### config.mk
export PLATFORM = sky130hd
export DESIGN_NAME = rx_byte_fifo
export DESIGN_NICKNAME = d
export VERILOG_FILES = /design/src/rtl/rx_byte_fifo.sv
export SDC_FILE = /design/constraint.sdc
export NUM_CORES = 1
export LEC_CHECK = 0
export ABC_AREA = 1
export ABC_CLOCK_PERIOD_IN_PS = 2530
export BUFFER_PORTS_ARGS = -buffer_cell sky130_fd_sc_hd__clkbuf_2
export CAP_MARGIN = 20
export CELL_PAD_IN_SITES_DETAIL_PLACEMENT = 2
export CELL_PAD_IN_SITES_GLOBAL_PLACEMENT = 2
export CORE_ASPECT_RATIO = 1.25
export CORE_MARGIN = 3
export CORE_UTILIZATION = 38
export DETAILED_ROUTE_END_ITERATION = 10
export GPL_TIMING_DRIVEN = 0
export PLACE_DENSITY = 0.89
export REMOVE_ABC_BUFFERS = 1
export SLEW_MARGIN = 25
export SYNTH_ARGS = -nofsm -noshare
export SYNTH_HDL_FRONTEND = slang
export SYNTH_SLANG_ARGS = --single-unit
### constraint.sdc
create_clock -name CLK -period 2.53 [get_ports CLK]
set_input_delay 0.253 -clock CLK [delete_from_list [all_inputs] [get_ports CLK]]
set_output_delay 0.253 -clock CLK [all_outputs]
set_load 0.05 [all_outputs]
### src/rtl/rx_byte_fifo.sv
// Receive-side byte FIFO behind the UART receiver: edge-detects data_valid, filters and counts
// errored frames, and presents accepted bytes first-word-fall-through with sticky overflow.
module rx_byte_fifo #(
    parameter int unsigned DATA_WIDTH = 8,
    parameter int unsigned DEPTH      = 8,
    parameter int unsigned DROP_ERR   = 1,
    parameter int unsigned CNT_WIDTH  = 8
) (
    input  logic                     CLK,
    input  logic                     RST,
    input  logic [DATA_WIDTH-1:0]    rx_data,
    input  logic                     rx_data_valid,
    input  logic                     rx_par_err,
    input  logic                     rx_stp_err,
    input  logic                     rd_en,
    input  logic                     clr_stat,
    output logic [DATA_WIDTH-1:0]    rd_data,
    output logic                     empty,
    output logic                     full,
    output logic [$clog2(DEPTH):0]   level,
    output logic                     ovf_flag,
    output logic [CNT_WIDTH-1:0]     err_cnt
);

    localparam int unsigned AW = $clog2(DEPTH);
    localparam int unsigned PW = AW + 1;

    logic [DATA_WIDTH-1:0] mem_q [DEPTH];
    logic [PW-1:0]         wr_ptr_q, wr_ptr_d;
    logic [PW-1:0]         rd_ptr_q, rd_ptr_d;
    logic [PW-1:0]         level_q, level_d;
    logic                  valid_q;
    logic                  ovf_q, ovf_d;
    logic [CNT_WIDTH-1:0]  err_cnt_q, err_cnt_d;

    logic wr_stb_c, err_c, keep_c, push_c, pop_c, ovf_evt_c, err_evt_c;

    // Extra pointer MSB distinguishes full from empty when the index bits match.
    assign empty = (wr_ptr_q == rd_ptr_q);
    assign full  = (wr_ptr_q[AW] != rd_ptr_q[AW]) && (wr_ptr_q[AW-1:0] == rd_ptr_q[AW-1:0]);

    assign rd_data  = mem_q[rd_ptr_q[AW-1:0]];
    assign level    = level_q;
    assign ovf_flag = ovf_q;
    assign err_cnt  = err_cnt_q;

    always_comb begin
        wr_stb_c  = rx_data_valid & ~valid_q;
        err_c     = rx_par_err | rx_stp_err;
        keep_c    = ~(err_c & (DROP_ERR != 0));
        pop_c     = rd_en & ~empty;
        push_c    = wr_stb_c & keep_c & (~full | pop_c);
        ovf_evt_c = wr_stb_c & keep_c & full & ~pop_c;
        err_evt_c = wr_stb_c & err_c;

        wr_ptr_d  = wr_ptr_q + PW'(push_c);
        rd_ptr_d  = rd_ptr_q + PW'(pop_c);
        level_d   = level_q + PW'(push_c) - PW'(pop_c);

        // A same-cycle event takes priority over the statistics clear.
        ovf_d = ovf_q;
        if (ovf_evt_c) begin
            ovf_d = 1'b1;
        end else if (clr_stat) begin
            ovf_d = 1'b0;
        end

        err_cnt_d = err_cnt_q;
        if (clr_stat) begin
            err_cnt_d = err_evt_c ? CNT_WIDTH'(1) : '0;
        end else if (err_evt_c && (err_cnt_q != '1)) begin
            err_cnt_d = err_cnt_q + CNT_WIDTH'(1);
        end
    end

    always_ff @(posedge CLK or negedge RST) begin
        if (!RST) begin
            wr_ptr_q  <= '0;
            rd_ptr_q  <= '0;
            level_q   <= '0;
            valid_q   <= 1'b0;
            ovf_q     <= 1'b0;
            err_cnt_q <= '0;
        end else begin
            wr_ptr_q  <= wr_ptr_d;
            rd_ptr_q  <= rd_ptr_d;
            level_q   <= level_d;
            valid_q   <= rx_data_valid;
            ovf_q     <= ovf_d;
            err_cnt_q <= err_cnt_d;
        end
    end

    // Storage needs no reset; contents are only visible once pointers say so.
    always_ff @(posedge CLK) begin
        if (push_c) begin
            mem_q[wr_ptr_q[AW-1:0]] <= rx_data;
        end
    end

endmodule

# Word-level counts from Yosys, hierarchy flattened
# Memories as Yosys holds them, arrays and structs flattened.
# Index checks and enable logic that the tools add are counted.
[op_classes]
eq_ne = 4
addsub = 5
muxes = 7
bitwise_logic = 14
n_reduce_logical = 4
[op_table]
columns = ["op", "n"]
rows = [
  ["2-to-1 mux 8 bit", 2],
  ["adder 4 x 1 -> 4 bit", 3],
  ["adder 8 x 1 -> 8 bit, second input constant", 1],
  ["!= test 8 bit, second input constant", 1],
  ["AND 1 bit", 7],
  ["2-to-1 mux 1 bit", 5],
  ["NOT 1 bit", 5],
  ["equality test 4 bit", 1],
  ["nonzero test 2 bit", 2],
  ["subtractor 4 x 1 -> 4 bit", 1],
  ["equality test 3 bit", 1],
  ["logical AND 1 bit", 2],
  ["OR 1 bit", 2],
  ["!= test 1 bit", 1],
]
[totals]
elab_cells = 41
input_bits = 15
ff_bits = 22
mem_count = 1
ram_bits = 64
out_inout_bits = 23
[memory_table]
columns = ["memory", "words", "word_bits", "rd", "rd_ports_with_merged_regs", "write_ports", "line", "text"]
rows = [
  ["mem_q", 8, 8, 1, 0, 1, "28", "logic [DATA_WIDTH-1:0] mem_q [DEPTH];"],
]

# Depth between registers and ports, before layout
[depth]
depth_word = 7
depth_mapped = 14
mapped_depth_nobuf = 13

# Worst setup path before layout
# OpenSTA, ideal clock, no wires.
[synth_timing]
path_type = "register to register"
start = "register rd_ptr_q[1]"
end = "register level_q[2], in the netlist level[2]"
arrival_ns = 1.728
required_ns = 2.407
slack_ns = 0.679
synth_period_minus_slack_ns = 1.851
stages_incl_launch_ff = 14
setup_time_ns = 0.123
path_buffers = 1
path_cell_list = "dfrtp_1 -> buf_6 -> inv_4 -> nand2_1 -> nand2_1 -> nor2_2 -> nand3_2 -> nand2_2 -> nand3_1 -> nand2_1 -> ha_1 -> inv_1 -> fa_1 -> xnor2_1"
[synth_via]
elab_chain_cells = 7
elab_cells_between_ends = 10
cone_classes = "add/sub (2); eq/ne (2); bitwise (5); reduce/logical (1)"
[synth_lines]
columns = ["element", "line", "text"]
rows = [
  ["start, declared", "30", "logic [PW-1:0] rd_ptr_q, rd_ptr_d;"],
  ["start signal, assigned", "86", "rd_ptr_q <= rd_ptr_d;"],
  ["equality test 4 bit or equality test 3 bit (tied branches)", "39, 40", ""],
  ["NOT 1 bit or logical AND 1 bit (tied branches)", "51, 40", ""],
  ["AND 1 bit or NOT 1 bit (tied branches)", "51, 52", ""],
  ["OR 1 bit", "52", "push_c = wr_stb_c & keep_c & (~full | pop_c);"],
  ["AND 1 bit", "52", ""],
  ["adder 4 x 1 -> 4 bit", "58", "level_d = level_q + PW'(push_c) - PW'(pop_c);"],
  ["subtractor 4 x 1 -> 4 bit (*)", "58", ""],
  ["named net level_d[2]", "31", "logic [PW-1:0] level_q, level_d;"],
  ["end signal, assigned", "87", "level_q <= level_d;"],
  ["end, declared", "31", ""],
]
# Mark *: on every way through the listed nets, which the timed path passes. The rest lies on a longest branch.
# A chain may end at the register's enable or synchronous reset.

# Final worst setup path
# Ends and elaborated chain as after synthesis.

==> out/metrics.cfg <==
[worst_setup_path]
cp_top_family = simple AND/OR/NAND/NOR gates
critPathKind = reg -> reg
crit_fanout = 17
crit_arrival_ns = 2.50
cpMostUsedCell = nand2_1
setup.worst_path.start_class = flip-flop
critical_path_required_ns = 2.74
crit_slowest_cell = dfrtp_4
cp_num_buf_inv = 2
worstSetupEndpointType = flip-flop
worstPathCellList = inv_4 > nand2_1 > nand2_1 > nor2_2 > nand3_2 > nand2_2 > nand3_1 > nand2_1 > ha_1 > inv_1 > fa_1 > xnor2_1
slowest_delay_ns = 0.53

[layout]
num-fill-cells = 1012
n_antenna_cell = 0
drive_above_1_share_pct = 21.0
fin_nets = 410
syn2layout_area_growth_pct = 17.2
final_area_sq_mm = 0.00440

[placement]
portBuffers = 37
pre_cts_ws_ns = -0.842
place_area_sq_mm = 0.00403
dp_hpwl_um = 6740
gp_congestion = 0.771

[global_route]
grt_pass1_vias = 3030
grt_max_degree = 34
antenna_found_initial = 0
grt.total_usage_pct = 20.4
grt_pass1_wl_um = 16300
grt-ovfl-total = 0

[drt]
viasPerCell = 5.23
dr.pass1.iters = 4
wl_per_cell_um = 20.6
first_iter_violations = 87
num_vias = 2687
routed_wl_um = 10600
postRouteAntennaNets = 0
drcViolationCount = 0

[clock_tree]
root_buffer = clkbuf_16
htreeDepth = 3
clock_latency_ns = 0.34
clkTransAtPathRegs_ns = 0.05
cts_sinks = 86
cts_tree = built
cts_buffers = 9
cts_max_path_buffers = 2

[logic_synthesis]
yosys.cell_count.top_type = edfxtp_1
synthTopCellsByCount = 64 x edfxtp_1, 63 x nand2_1, 47 x nor2_1
synth_edf_count = 64
ys_ff_latch = 86
synthDistinctLibCells = 31
synth_seq_area_share_pct = 65.8
synth_area_leaders = edfxtp_1 51%, dfrtp_1 15%, nand2_1 6.3%, nor2_1 4.7%, o21ai_0 4.3%
synth_area_per_cell_sq_um = 11.0
syn_area_sq_mm = 0.00376
synthCells = 342
ys.flop_type = edfxtp_1
synth_top_area_share_pct = 51.2
ys_async_sr_fraction_pct = 25.6
yosys.area.top_type = edfxtp_1
yosysWarnings = 0

[min_path]
hp-class = in -> reg

[floorplanning]
core_area_sq_mm = 0.00937
die_x_um = 94.9
initial_core_util_pct = 40.1
rows = 39
die_h_um = 117
dieArea_sq_mm = 0.0111
ios = 38

[sta]
finClkSkew_ns = 0.00776
layout_setup_ws_ns = 0.242
report.final.slew_viol_count = 0
setup_violations = 0
worst_pin_slew_ns = 0.643
max_slew_margin_pct = 57.1
post-route-period-util_pct = 90.4
max_freq_ghz = 0.437
final_hold_viol_count = 0
rsz0062_at_grt = false
post-route-min-period_ns = 2.29

[job]
cap_violations = 0

[power]
ir_drop_mv = 0.639
cellLeakagePower_nw = 1.80
power_density_mw_per_mm2 = 1200

[outcome]
outcome = finished clean

-- cells in the final DEF, fill, tap and decap left out, types with 2 or more instances in the layout --
cell type  count
nor3_1         2
nor2_2        10
clkinv_1       3
clkbuf_8       2
clkbuf_2      37
nand4_1        3
buf_4          5
edfxtp_1      64
xnor2_1        2
nor2_1        39
nand2_2        5
xor2_1         6
nand2_1       63
o21ai_1        6
o22ai_1       16
inv_1         25
dfrtp_1       20
inv_2          4
clkbuf_16      9
clkbuf_1       3
ha_1           8
dfrtp_4        2
a21oi_1        2
nand3_1       11
o21ai_0       32
-- per-stage QoR --
| stage | cells | power [mW] | TNS, ns | util [%] | hold WS (ns) |
|---|---|---|---|---|---|
| 2_1_floorplan | 330 | 3.32 | 0 | - | -0.0426 |
| 3_3_place_gp | 490 | 3.78 | -35.25 | 43.0 | 0.270 |
| 3_5_place_dp | 490 | 3.93 | -52.29 | 43.0 | 0.286 |
| 4_1_cts | 508 | 5.23 | 0 | 46.4 | 0.0297 |
| 5_1_grt | 514 | 5.59 | 0 | 47.0 | 0.0430 |
| 6_report | 514 | 5.28 | 0 | 47.0 | 0.0483 |
-- worst paths after layout --
kind / from / endpoint / slack [ns] / cells past startpoint
max: rd_ptr_q[1] / level[2] / 0.24 / 12
min: rx_data_valid / valid_q / 0.05 / 1
max reg2reg: rd_ptr_q[1] / level[2] / 0.24 / 12
min in group asynchronous: RST / ovf_flag / 0.47 / 2
max in group asynchronous: RST / rd_ptr_q[1] / 1.61 / 2
min reg2reg: level[0] / level[0] / 0.52 / 1
-- cell type report --
type / count / area, sq um / share of cell area (%)
timing repair buffer: 45 / 262 / 5.94
inverter: 32 / 128 / 2.90
multi-input combinational: 212 / 1110 / 25.3
clock inverter: 3 / 12.5 / 0.284
sequential: 86 / 2480 / 56.4
clock buffer: 13 / 250 / 5.69
tap: 123 / 154 / 3.50
-- worst reg2reg max path: cells and delay by family (launching register included) --
kind | cells | cell delay (ns)
xor+xnor | 1 | 0.14
buf+inv | 2 | 0.21
fa+ha+maj | 2 | 0.55
flops | 1 | 0.53
simple gates | 7 | 0.73
-- repair_timing --
item | 4_1_cts | 5_1_grt
buffers inserted | 1 | 6
resized for setup | 12 | 2
setup endpoints to repair | 86 | 26
hold endpoints to repair | 22 | 0
hold buffers | 1 | 0
-- logic make-up after synthesis --
| family | after synthesis | synth area share (%) |
|---|---|---|
| DFF | 86 | 65.8 |
| and+or+nand+nor | 136 | 15.3 |
| AOI/OAI and AO/OA | 58 | 8.36 |
| buffers and inverters | 44 | 5.03 |
| xor gates and xnor gates | 9 | 2.30 |
| adders and majority gates | 9 | 3.20 |
-- metal layers --
layer / GRT usage, % / vias to the layer above / part of all wire [%]
li1: - / 1256 / -
met5: 0 / - / 0
met1: 22.7 / 1345 / 40
met2: 37.5 / 68 / 54
met4: 7.60 / 0 / 2.4
met3: 4.99 / 18 / 3.5
-- report_power, final --
part / switching [mW] / internal, mW / leakage, nW
registers: 0.236 / 1.66 / 0.849
clock network: 0.496 / 0.684 / 0.129
logic: 1.58 / 0.623 / 0.822
-- sequential cells by signal (all words and copies together), names as in the netlist --
register and flops:
mem_q 64, err_cnt 8, level 4, rd_ptr_q 4, wr_ptr_q 4, ovf_flag 1, valid_q 1
Power figures use the tool's default switching activity.
